[src/rtl/lowp_interp.sv]
// rtl/lowp_interp.sv - interpolating reconstruction filter
// Zero-order hold followed by a LEN-tap running average; linear interpolation between inputs.
module lowp_interp #(
   parameter  int LOG2_L = 3,
   localparam int LEN    = 2 ** LOG2_L,
   parameter  int AW     = 28 + LOG2_L
) (
   input  logic                 clock_in,
   input  logic                 reset,
   input  logic                 enable,
   input  logic signed [27:0]   in_data,
   input  logic                 in_valid,
   output logic                 in_ready,
   output logic signed [27:0]   out_data,
   output logic                 out_valid,
   input  logic                 out_ready,
   output logic signed [AW-1:0] out_acc,
   output logic                 underrun
);

   localparam logic [0:0] IDLE = 1'b0;
   localparam logic [0:0] RUN  = 1'b1;

   logic [0:0]              state;
   logic [LOG2_L-1:0]       phase;
   logic signed [AW-1:0]    acc;
   logic signed [27:0]      x_prev;
   logic signed [27:0]      x_cur;
   logic signed [28:0]      delta;

   logic                    adv;
   logic                    gen;
   logic                    burst_end;
   logic                    accept;
   logic signed [27:0]      x_prev_eff;
   logic signed [AW-1:0]    sum;

   assign adv       = enable && (!out_valid || out_ready);
   assign gen       = (state == RUN) && adv;
   assign burst_end = gen && (phase == LOG2_L'(LEN - 1));
   assign in_ready  = enable && ((state == IDLE) || burst_end);
   assign accept    = in_valid && in_ready;
   // A sample accepted on the last phase must see x_prev already advanced to x_cur.
   assign x_prev_eff = burst_end ? x_cur : x_prev;
   assign sum        = acc + AW'(delta);

   always_ff @(posedge clock_in) begin
      if (reset) begin
         state     <= IDLE;
         phase     <= '0;
         acc       <= '0;
         x_prev    <= '0;
         x_cur     <= '0;
         delta     <= '0;
         out_data  <= '0;
         out_acc   <= '0;
         out_valid <= 1'b0;
         underrun  <= 1'b0;
      end else if (enable) begin
         if (gen) begin
            acc       <= sum;
            out_acc   <= sum;
            out_data  <= 28'(sum >>> LOG2_L);
            out_valid <= 1'b1;
            phase     <= phase + 1'b1;
         end else if (out_ready) begin
            out_valid <= 1'b0;
         end

         if (burst_end)
            x_prev <= x_cur;

         if (accept) begin
            x_cur <= in_data;
            delta <= 29'(in_data) - 29'(x_prev_eff);
            phase <= '0;
            state <= RUN;
         end else if (burst_end) begin
            state <= IDLE;
         end

         underrun <= burst_end && !accept;
      end
   end

endmodule

[config.mk]
export PLATFORM = sky130hd
export DESIGN_NAME = lowp_interp
export DESIGN_NICKNAME = d
export VERILOG_FILES = /design/src/rtl/lowp_interp.sv
export SDC_FILE = /design/constraint.sdc
export NUM_CORES = 1
export LEC_CHECK = 0
export CAP_MARGIN = 20
export CORE_UTILIZATION = 40
export DETAILED_ROUTE_END_ITERATION = 16
export PLACE_DENSITY_LB_ADDON = 0.15
export SLEW_MARGIN = 10
export SYNTH_ARGS = -nofsm -noshare
export SYNTH_HDL_FRONTEND = slang
export SYNTH_SLANG_ARGS = --single-unit
[constraint.sdc]
create_clock -name clock_in -period 4.3 [get_ports clock_in]
set_input_delay 0.645 -clock clock_in [delete_from_list [all_inputs] [get_ports clock_in]]
set_output_delay 0.645 -clock clock_in [all_outputs]
set_load 0.01 [all_outputs]
==> results of run 1 <==
[state kept, by name, summed over array words and instances (netlist names)]
| signal | flops |
|---|---|
| x_prev | 28 |
| x_cur | 28 |
| out_valid | 1 |
| phase | 3 |
| acc | 3 |
| underrun | 1 |
| out_data | 28 |
| delta | 29 |
| state | 1 |
[kinds of logic (layout without fill, tap and decap cells)]
logic type,count (synthesis),count (layout),share of synthesized area
AO/OA/AOI/OAI,279,279,0.237
XOR/XNOR,39,39,0.0424
adder cells (fa/ha/maj),57,57,0.0873
buffers and inverters,109,189,0.0658
flip-flops,122,122,0.303
multiplexers,28,28,0.0349
AND/OR/NAND/NOR,380,380,0.230
[worst paths after layout]
path | slack [ps] | from | to | depth (start not counted)
setup / recovery | 270 | out_ready | delta[18] | 16
setup reg to reg | 300 | phase[0] | delta[18] | 16
hold / removal | 450 | x_cur[24] | x_cur[24] | 2
hold reg to reg | 450 | x_cur[24] | x_cur[24] | 2
[per-stage QoR]
stage	setup TNS, ps	utilization	std cells	setup WS (ps)	power [W]
after floorplan	0	-	1014	20.4	0.00146
after global placement	-157	0.468	1329	-82.2	0.00159
after detailed placement	-509	0.468	1329	-159	0.00159
after CTS	0	0.498	1359	183	0.00302
after global routing	0	0.498	1359	54.0	0.00311
final	0	0.498	1359	272	0.00299
[cells in the mapped netlist (7+ instances only)]
cell type / number
o31a_1: 7
buf_2: 7
a21oi_1: 97
maj3_1: 10
nand2b_1: 13
dfxtp_1: 122
o21ai_0: 27
o31ai_1: 11
clkbuf_1: 35
inv_1: 29
or3_1: 11
and3_1: 12
xor2_1: 8
and2_1: 8
xnor2_1: 31
a21o_1: 25
buf_1: 7
o21a_1: 14
mux2i_1: 27
nand3_1: 25
nand2_1: 131
nand4_1: 17
a211oi_1: 18
ha_1: 45
nor2b_1: 22
o211ai_1: 13
nor3_1: 18
nor2_1: 87
and4_1: 7
a31oi_1: 10
buf_4: 30
[routing by layer]
metal,vias up,global-route usage
met5,-,0
met2,149,0.311
li1,3766,-
met4,0,0.0605
met3,16,0.0410
met1,3327,0.307
[critical path, cell delays in order]
cell and delay, ps:
clkdlybuf4s50_1 490, nand2b_1 130, nand3_1 190, buf_4 220, mux2i_1 190, ha_1 290
nor2b_1 150, o31ai_1 300, a21oi_1 170, o221a_2 180, o31ai_2 280, a311o_2 270
nand3_2 120, maj3_1 380, xor2_1 150, a211oi_1 230
[cell type report]
type | count | share of cell area
clock buffer | 23 | 0.0500
clock inverter | 7 | 0.00936
inverter | 30 | 0.0115
multi-input combinational | 783 | 0.522
sequential | 122 | 0.250
tap | 265 | 0.0340
timing repair buffer | 129 | 0.123
[where the power goes]
group | internal, W | switching [W] | leakage, nW
Clock | 0.000905 | 0.000519 | 0.285
Combinational | 0.000158 | 0.000216 | 2.66
Sequential | 0.00117 | 0.0000284 | 0.990
[cells in the final DEF, fill, tap and decap left out, types with 13 or more instances in the layout]
cell type and n:
nand3_1 25, mux2i_1 27, nand4_1 17, ha_1 44, inv_1 29, xnor2_1 31
a21o_1 25, dfxtp_1 122, clkbuf_16 17, nand2_1 130, o21a_1 14, nor2b_1 22
clkdlybuf4s50_1 93, o211ai_1 13, a211oi_1 18, buf_4 36, nand2b_1 13, nor2_1 86
a21oi_1 97, o21ai_0 27, nor3_1 18
[repair_timing]
| action | 4_1_cts | 5_1_grt |
|---|---|---|
| endpoints found under the setup margin | 0 | 3 |
| gates resized for setup | 0 | 1 |
| hold endpoints to repair | 0 | 0 |
==> impl_metrics.yaml, run 1 <==
layout:
  seqCellArea_um2: 2440
  nets: 1163
  n_fill_cell: 1999
  multi_input_area_um2: 5090
  drive_gt1_frac: 0.0878
  antenna_cells: 0
  area_growth_pct: 21.1
  fin_area_um2: 9760
floorplan:
  die-height_um: 144
  start_util: 0.411
  dieArea_um2: 20700
  die_w_um: 144
  pin_count: 95
  fp-row-count: 51
  core_area_um2: 19600
grt:
  grt_pass1_vias: 6532
  antenna_found_initial: 0
  gr-total-overflow: 0
  grt_pass1_wl_mm: 34.2
  grt_use_total: 0.211
  grt_max_degree: 72
logic_synthesis:
  syn_area_um2: 8060
  synth_edf_count: 0
  synthArstFlopShare: 0
  avgSynthCellArea_um2: 7.95
  ys_warn_count: 0
  netlist.area_leader.share: 0.303
  ys_types: 77
  yosys.area.top_type: "dfxtp_1"
  syn-instance-count: 1014
  synth_nets: 1094
  synth_seq_cells: 122
  synth-seq-area-share: 0.303
  synthFlopType: "dfxtp_1"
  synth_area_leaders: "dfxtp_1, ha_1, nand2_1, a21oi_1, nor2_1"
power:
  p_per_area_nw_per_um2: 307
  irDropWorstVdd_mv: 0.272
  p_leak_nw: 3.94
placed_design:
  io_buffers: 94
  place.gp.congestion: 0.830
  dpl_cell_area_um2: 9180
  place_hpwl_mm: 15.4
drt:
  vias_per_cell: 5.34
  routed_wl_mm: 20.8
  postRouteAntennaNets: 0
  drt-initial-drc-count: 420
  wl_met2_mm: 8.89
  met3_wirelength_um: 814
  drc: 0
  num_vias: 7258
  wl_met1_mm: 11.0
  post_drt_wl_per_cell_um: 15.3
  first_pass_iters: 5
  top_layer_used: "met4"
sta:
  max_slew_margin: 0.480
  fin_worst_skew_ps: 14.3
  rsz0062_at_grt: "no"
  period_minus_slack_ps: 4030
  hold_slack_ps: 455
  worst_pin_slew_ps: 781
  fmax_mhz: 248
  setup_viol: 0
  hold_viol: 0
  finalMaxSlewViolations: 0
  fin_crit_sh: 0.937
worst_setup_path:
  endpoint_kind: "flip-flop"
  worstSetupPathType: "in2reg"
  required_ps: 4640
  arrival_ps: 4370
  cp_max_fo: 4
  cp-start-kind: "input pin"
clock_tree:
  cts_hold_buf: 0
  cts_setup_buffers: 0
  cts_root_buf: "clkbuf_16"
  clk-insertion-delay-late_ps: 430
  clk_pin_slew_worst_paths_ps: 60
  cts.path.max_buffers: 2
  cts_tree: "built"
  clock-sinks: 122
  h-tree-depth: 4
  cts_buffers: 17
flow_run:
  cap_violations: 0
outcome:
  outcome: "finished clean"
min_path:
  hp-class: "reg2reg"
(Power assumes the default switching activity.)
==> run 2, diff against run 1 <==
==> constraint.sdc (replaced) <==
create_clock -name clock_in -period 4.3 [get_ports clock_in]
set_input_delay 0.43 -clock clock_in [delete_from_list [all_inputs] [get_ports clock_in]]
set_output_delay 0.43 -clock clock_in [all_outputs]
set_load 0.01 [all_outputs]
==> impl_metrics.yaml, run 2 (synthesized netlist as in run 1, its figures left out) <==
outcome:
  outcome: "finished clean"
worst_setup_path:
  endpoint_kind: "flip-flop"
  timing.rr.end: "delta[18]"
  worst_r2r_startpoint: "phase[0]"
  reg2reg_depth: 16
  worstSetupEndpoint: "delta[18]"
  arrival_ps: 4320
  rrSetupSlack_ps: 310
  crit_slowest_cell: "maj3_1"
  cp-start-kind: "flip-flop"
  crit_cells: 16
  critPathLaunch: "phase[0]"
  required_ps: 4640
  cp.buffers_inverters: 1
  cp_top_family: "compound AO/OA/AOI/OAI gates"
  cp_max_fo: 8
  cpPeakStageDelay_ps: 370
  crit_chain: "ha_1 > ha_2 > nand3_2 > buf_4 > mux2i_1 > ha_1 > nor2b_1 > o31ai_1 > a21oi_1 > o221a_2 > o31ai_2 > a311o_2 > nand3_2 > maj3_1 > xor2_1 > a211oi_1"
  worstSetupPathType: "reg2reg"
clock_tree:
  cts_root_buf: "clkbuf_16"
  clk-insertion-delay-late_ps: 420
  cts_buffers: 17
  clock-sinks: 122
  h-tree-depth: 4
  cts.path.max_buffers: 2
  cts_tree: "built"
  clk_pin_slew_worst_paths_ps: 60
  cts_hold_buf: 0
layout:
  layout_common_cells: "nand2_1, dfxtp_1, a21oi_1"
  fin_util: 0.494
  antenna_cells: 0
  fin_area_um2: 9680
  final_common_cell: "nand2_1"
  largest_register_ffs: 29
  largest_register: "delta"
  nets: 1153
  drive_gt1_frac: 0.0801
  area_growth_pct: 20.2
flow_run:
  cap_violations: 0
floorplan:
  fp-row-count: 51
  dieArea_um2: 20700
  core_area_um2: 19600
  die_w_um: 144
  pin_count: 95
  start_util: 0.411
  die-height_um: 144
drt:
  routed_wl_mm: 21.0
  postRouteAntennaNets: 0
  drt-initial-drc-count: 478
  post_drt_wl_per_cell_um: 15.6
  drc: 0
  vias_per_cell: 5.42
  first_pass_iters: 5
  num_vias: 7325
grt:
  grt_pass1_vias: 6560
  antenna_found_initial: 0
  grt_use_total: 0.212
  grt_max_degree: 79
  grt_pass1_wl_mm: 34.4
  gr-total-overflow: 0
placed_design:
  place_hpwl_mm: 15.4
  io_buffers: 94
  dpl_cell_area_um2: 9100
  place.gp.congestion: 0.849
  pre_cts_ws_ps: -34.1
power:
  p_per_area_nw_per_um2: 307
  irDropWorstVdd_mv: 0.287
  p_leak_nw: 3.88
sta:
  max_slew_margin: 0.442
  worst_pin_slew_ps: 837
  worst_slack_ps: 314
  fin_worst_skew_ps: 7.30
  hold_slack_ps: 452
  finalSetupTns_ps: 0
  period_minus_slack_ps: 3990
  hold_viol: 0
  setup_viol: 0
  rsz0062_at_grt: "no"
  fmax_mhz: 251
  fin_crit_sh: 0.927
  finalMaxSlewViolations: 0
min_path:
  hp-class: "reg2reg"
-- run 2: cell types whose count changed in the layout (fill, tap and decap cells not counted), moves of 2 or more --
cell / previous run / this run
clkbuf_1: 2 / 5
clkbuf_8: 4 / 2
clkinv_2: 3 / 5
buf_4: 36 / 26
-- run 2: worst min path at each step --
| stage | start | endpoint | slack, ps | cells past startpoint |
|---|---|---|---|---|
| after floorplan | x_cur[14] | x_cur[14] | 430 | 2 |
| after CTS | x_cur[14] | x_cur[14] | 450 | 2 |
| after detailed placement | x_cur[14] | x_cur[14] | 450 | 2 |
| after global routing | x_cur[23] | x_cur[23] | 470 | 2 |
| final | x_cur[14] | x_cur[14] | 450 | 2 |
| after global placement | x_cur[14] | x_cur[14] | 440 | 2 |
-- run 2: cell type report --
| cell class | count | area [um^2] |
|---|---|---|
| Inverter | 30 | 115 |
| Timing Repair Buffer | 119 | 1130 |
| Multi-Input combinational cell | 783 | 5100 |
| Tap cell | 265 | 332 |
| Clock inverter | 8 | 93.8 |
| Clock buffer | 24 | 472 |
| Fill cell | 1948 | 9910 |
| Sequential cell | 122 | 2440 |
-- run 2: repair_timing --
| action | 4_1_cts | 5_1_grt |
|---|---|---|
| resized for setup | 0 | 4 |
| buffers inserted | 0 | 0 |
| setup endpoints to repair | 0 | 9 |
-- run 2: where the power goes --
part	internal [W]	switching, W	total [W]
clock network	0.000879	0.000522	0.00140
registers	0.00117	0.0000278	0.00119
logic	0.000155	0.000218	0.000373
total	0.00220	0.000767	0.00297
-- run 2: per-stage QoR --
step | total power, W | cells
global placement | 0.00159 | 1319
global route | 0.00310 | 1351
detailed placement | 0.00159 | 1319
CTS | 0.00299 | 1351
finish | 0.00297 | 1351
floorplan | 0.00146 | 1014
-- run 2: metal layers --
metal  vias to the layer above  GRT usage  part of all wire
li1                       3756          -                 -
met2                       203      0.316              0.42
met3                        16     0.0330             0.049
met5                         -          0                 0
met4                         0     0.0610             0.011
met1                      3350      0.310              0.52
-- run 2: worst min-delay path, cell delays in order, from the launching register on --
cell and delay [ps]:
dfxtp_1 300, nand2_1 50, a21oi_1 50
==> RTL change: new RTL, config.mk and constraints of run 2 <==
Reset style: asynchronous (`reset`), changed in one clocked block.
--- a/src/rtl/lowp_interp.sv
+++ b/src/rtl/lowp_interp.sv
@@ -45,5 +45,5 @@
    assign sum        = acc + AW'(delta);
 
-   always_ff @(posedge clock_in) begin
+   always_ff @(posedge clock_in or posedge reset) begin
       if (reset) begin
          state     <= IDLE;
Check against the original RTL: differs if reset is asserted again (counterexample within 4 cycles, from zero or initial values and one cycle with reset high); with reset held inactive, the same outputs for 4 cycles.
==> RTL change against run 2 <==
Die area shrank 2.5%; area after synthesis fell by 2.5%; cell count fell by 11%; wire length decreased by 17%; sequential share of layout area up 6.8 points; highest routed layer unchanged; sequential cell count stayed put; global-route usage decreased by 2.3 points; utilization up 0.79 points; via count decreased by 18%; cell area down 1.7%; setup slack got worse by 85 ps.
Power is not compared: it rests on default switching activity, and its combinational part moved more than twofold at a synthesized area within 25%.
==> RTL change: results (changes against run 2) <==
[placement]
gp_congestion = 0.8244  ; -2.9%
io_buffers = 94  ; unchanged
dp_slack_ps = -3.253  ; +30.84 ps
post-dp-hpwl_mm = 13.23  ; -14%
place_area_um2 = 8955  ; -1.6%
dpl.cell_count = 1175  ; -11%

[clocking]
cts_made_buffers = 17  ; unchanged
htree_num_levels = 4  ; unchanged
clkLatencyLatePin_ps = 430
path_clk_slew_ps = 60  ; about the same
cts_setup_buffers = 0  ; unchanged
cts_buffer_depth = 2  ; unchanged
cts-root-buf = clkbuf_16

[routing]
totalWireLength_mm = 17.45  ; -17%
routed_via_density = 4.983  ; -8.1%
drt-wirelength-per-cell_um = 14.47  ; -7.0%
dr.pass1.iters = 4  ; -1
ant_nets = 0  ; unchanged
drt_iter0_drc = 322  ; -33%

[cells_and_area]
diodes = 0  ; unchanged
regMostFlops = delta
fill_cells = 1805  ; -7.3%
drive_above_1_share_pct = 9.197  ; +1.2 points
largest_reg_flops = 29  ; unchanged
layout.nets = 1014  ; -12%

[pwr]
p_per_area_nw_per_um2 = 766.7
ir_worst_vdd_mv = 0.3396

[global_route]
antenna_found_initial = 0  ; unchanged
track_usage_pct = 18.91  ; -2.3 points
grt_max_degree = 68  ; -14%
grt_pass1_wl_mm = 29.79  ; -13%
first_global_vias = 5708  ; -13%

[synth]
synth_area_leaders = dfrtp_1, nand2_1, ha_1
synth_xor_area_share_pct = 6.577  ; +2.3 points
async_flop_share_pct = 100.0  ; +100 points
synthMuxAreaShare_pct = 3.870  ; +0.38 points
synth-compound-area-share_pct = 18.55  ; -5.1 points
yosys_warnings = 0  ; unchanged
synthCells = 861  ; -15%
yosys-top-cells-count = nand2_1, dfrtp_1, o21ai_0
synth_fa_ha_area_share_pct = 9.619  ; +0.89 points
synth.most_common_cell = nand2_1
ys_types = 76  ; -1.3%
ys.flop_type = dfrtp_1
ys_seq_area_share_pct = 38.86  ; +8.5 points
syn_nets = 941  ; -14%

[worst_hold_path]
min_path_type = reg2reg

[setup_path]
cp_max_fo = 7  ; -1
cp.arrival_ps = 4380  ; +60 ps
critical_path.slowest_cell = dfrtp_1
path_delay_family = compound AO/OA/AOI/OAI gates
max_stage_delay_ps = 400  ; +30 ps

[timing]
relSlewSlack_pct = 51.34  ; +7.1 points
skew_ps = 9.441  ; +2.146 ps

[status]
outcome = finished, final reports clean

-- RTL change: power by group --
| group | internal, mW | switching [mW] | total, mW |
|---|---|---|---|
| Combinational | 1.88 | 1.99 | 3.86 |
| Sequential | 1.65 | 0.400 | 2.05 |
| Clock | 0.842 | 0.537 | 1.38 |
| Total | 4.37 | 2.92 | 7.30 |
-- RTL change: what timing repair did --
action | in CTS | in global routing
endpoints found under the hold margin | 0 | 0
gates resized for setup | 0 | 1
endpoints found under the setup margin | 0 | 1
-- RTL change: layout make-up --
| cell class | count | area share, % |
|---|---|---|
| tap | 260 | 3.418 |
| sequential | 122 | 32.08 |
| clock buffer | 18 | 4.509 |
| clock inverter | 13 | 1.367 |
| timing repair buffer | 111 | 11.36 |
| multi-input combinational | 631 | 45.23 |
| inverter | 51 | 2.038 |
-- RTL change: tightest hold or removal path: stages (launching register included) --
cell and delay, ps:
dfrtp_1 330, nand2_1 40, o21ai_0 60
-- RTL change: layer usage --
metal / global-route usage [%] / wire length [um] / part of all wire, %
met1: 29.35 / 9734 / 56
met2: 26.06 / 6913 / 40
met3: 3.836 / 634 / 3.6
met4: 5.320 / 171 / 0.98
met5: 0 / 0 / 0
-- RTL change: cells by family (layout without fill, tap and decap cells) --
group | count (synthesis) | in the layout
muxes | 27 | 27
DFF | 122 | 122
buffers and inverters | 108 | 193
xor gates and xnor gates | 59 | 59
and+or+nand+nor | 268 | 268
adders and majority gates | 62 | 62
AOI/OAI and AO/OA | 215 | 215
-- RTL change: path summary, 6_finish.rpt --
| kind | start | end | slack [ps] | cells past startpoint |
|---|---|---|---|---|
| setup / recovery | phase[0] | delta[27] | 230 | 16 |
| hold / removal | x_cur[9] | x_cur[9] | 470 | 2 |
| hold reg to reg | x_cur[9] | x_cur[9] | 470 | 2 |
| max in group asynchronous | reset | x_cur[1] | 3000 | 3 |
| setup reg to reg | phase[0] | delta[27] | 230 | 16 |
| min in group asynchronous | reset | out_data[26] | 480 | 2 |
-- RTL change: stage by stage --
| step | hold WS (ps) | TNS, ps |
|---|---|---|
| after detailed placement | 463.6 | -3.253 |
| after global routing | 494.9 | 0 |
| final | 471.8 | 0 |
| after floorplan | 441.7 | 0 |
| after CTS | 475.0 | 0 |
| after global placement | 458.1 | 0 |
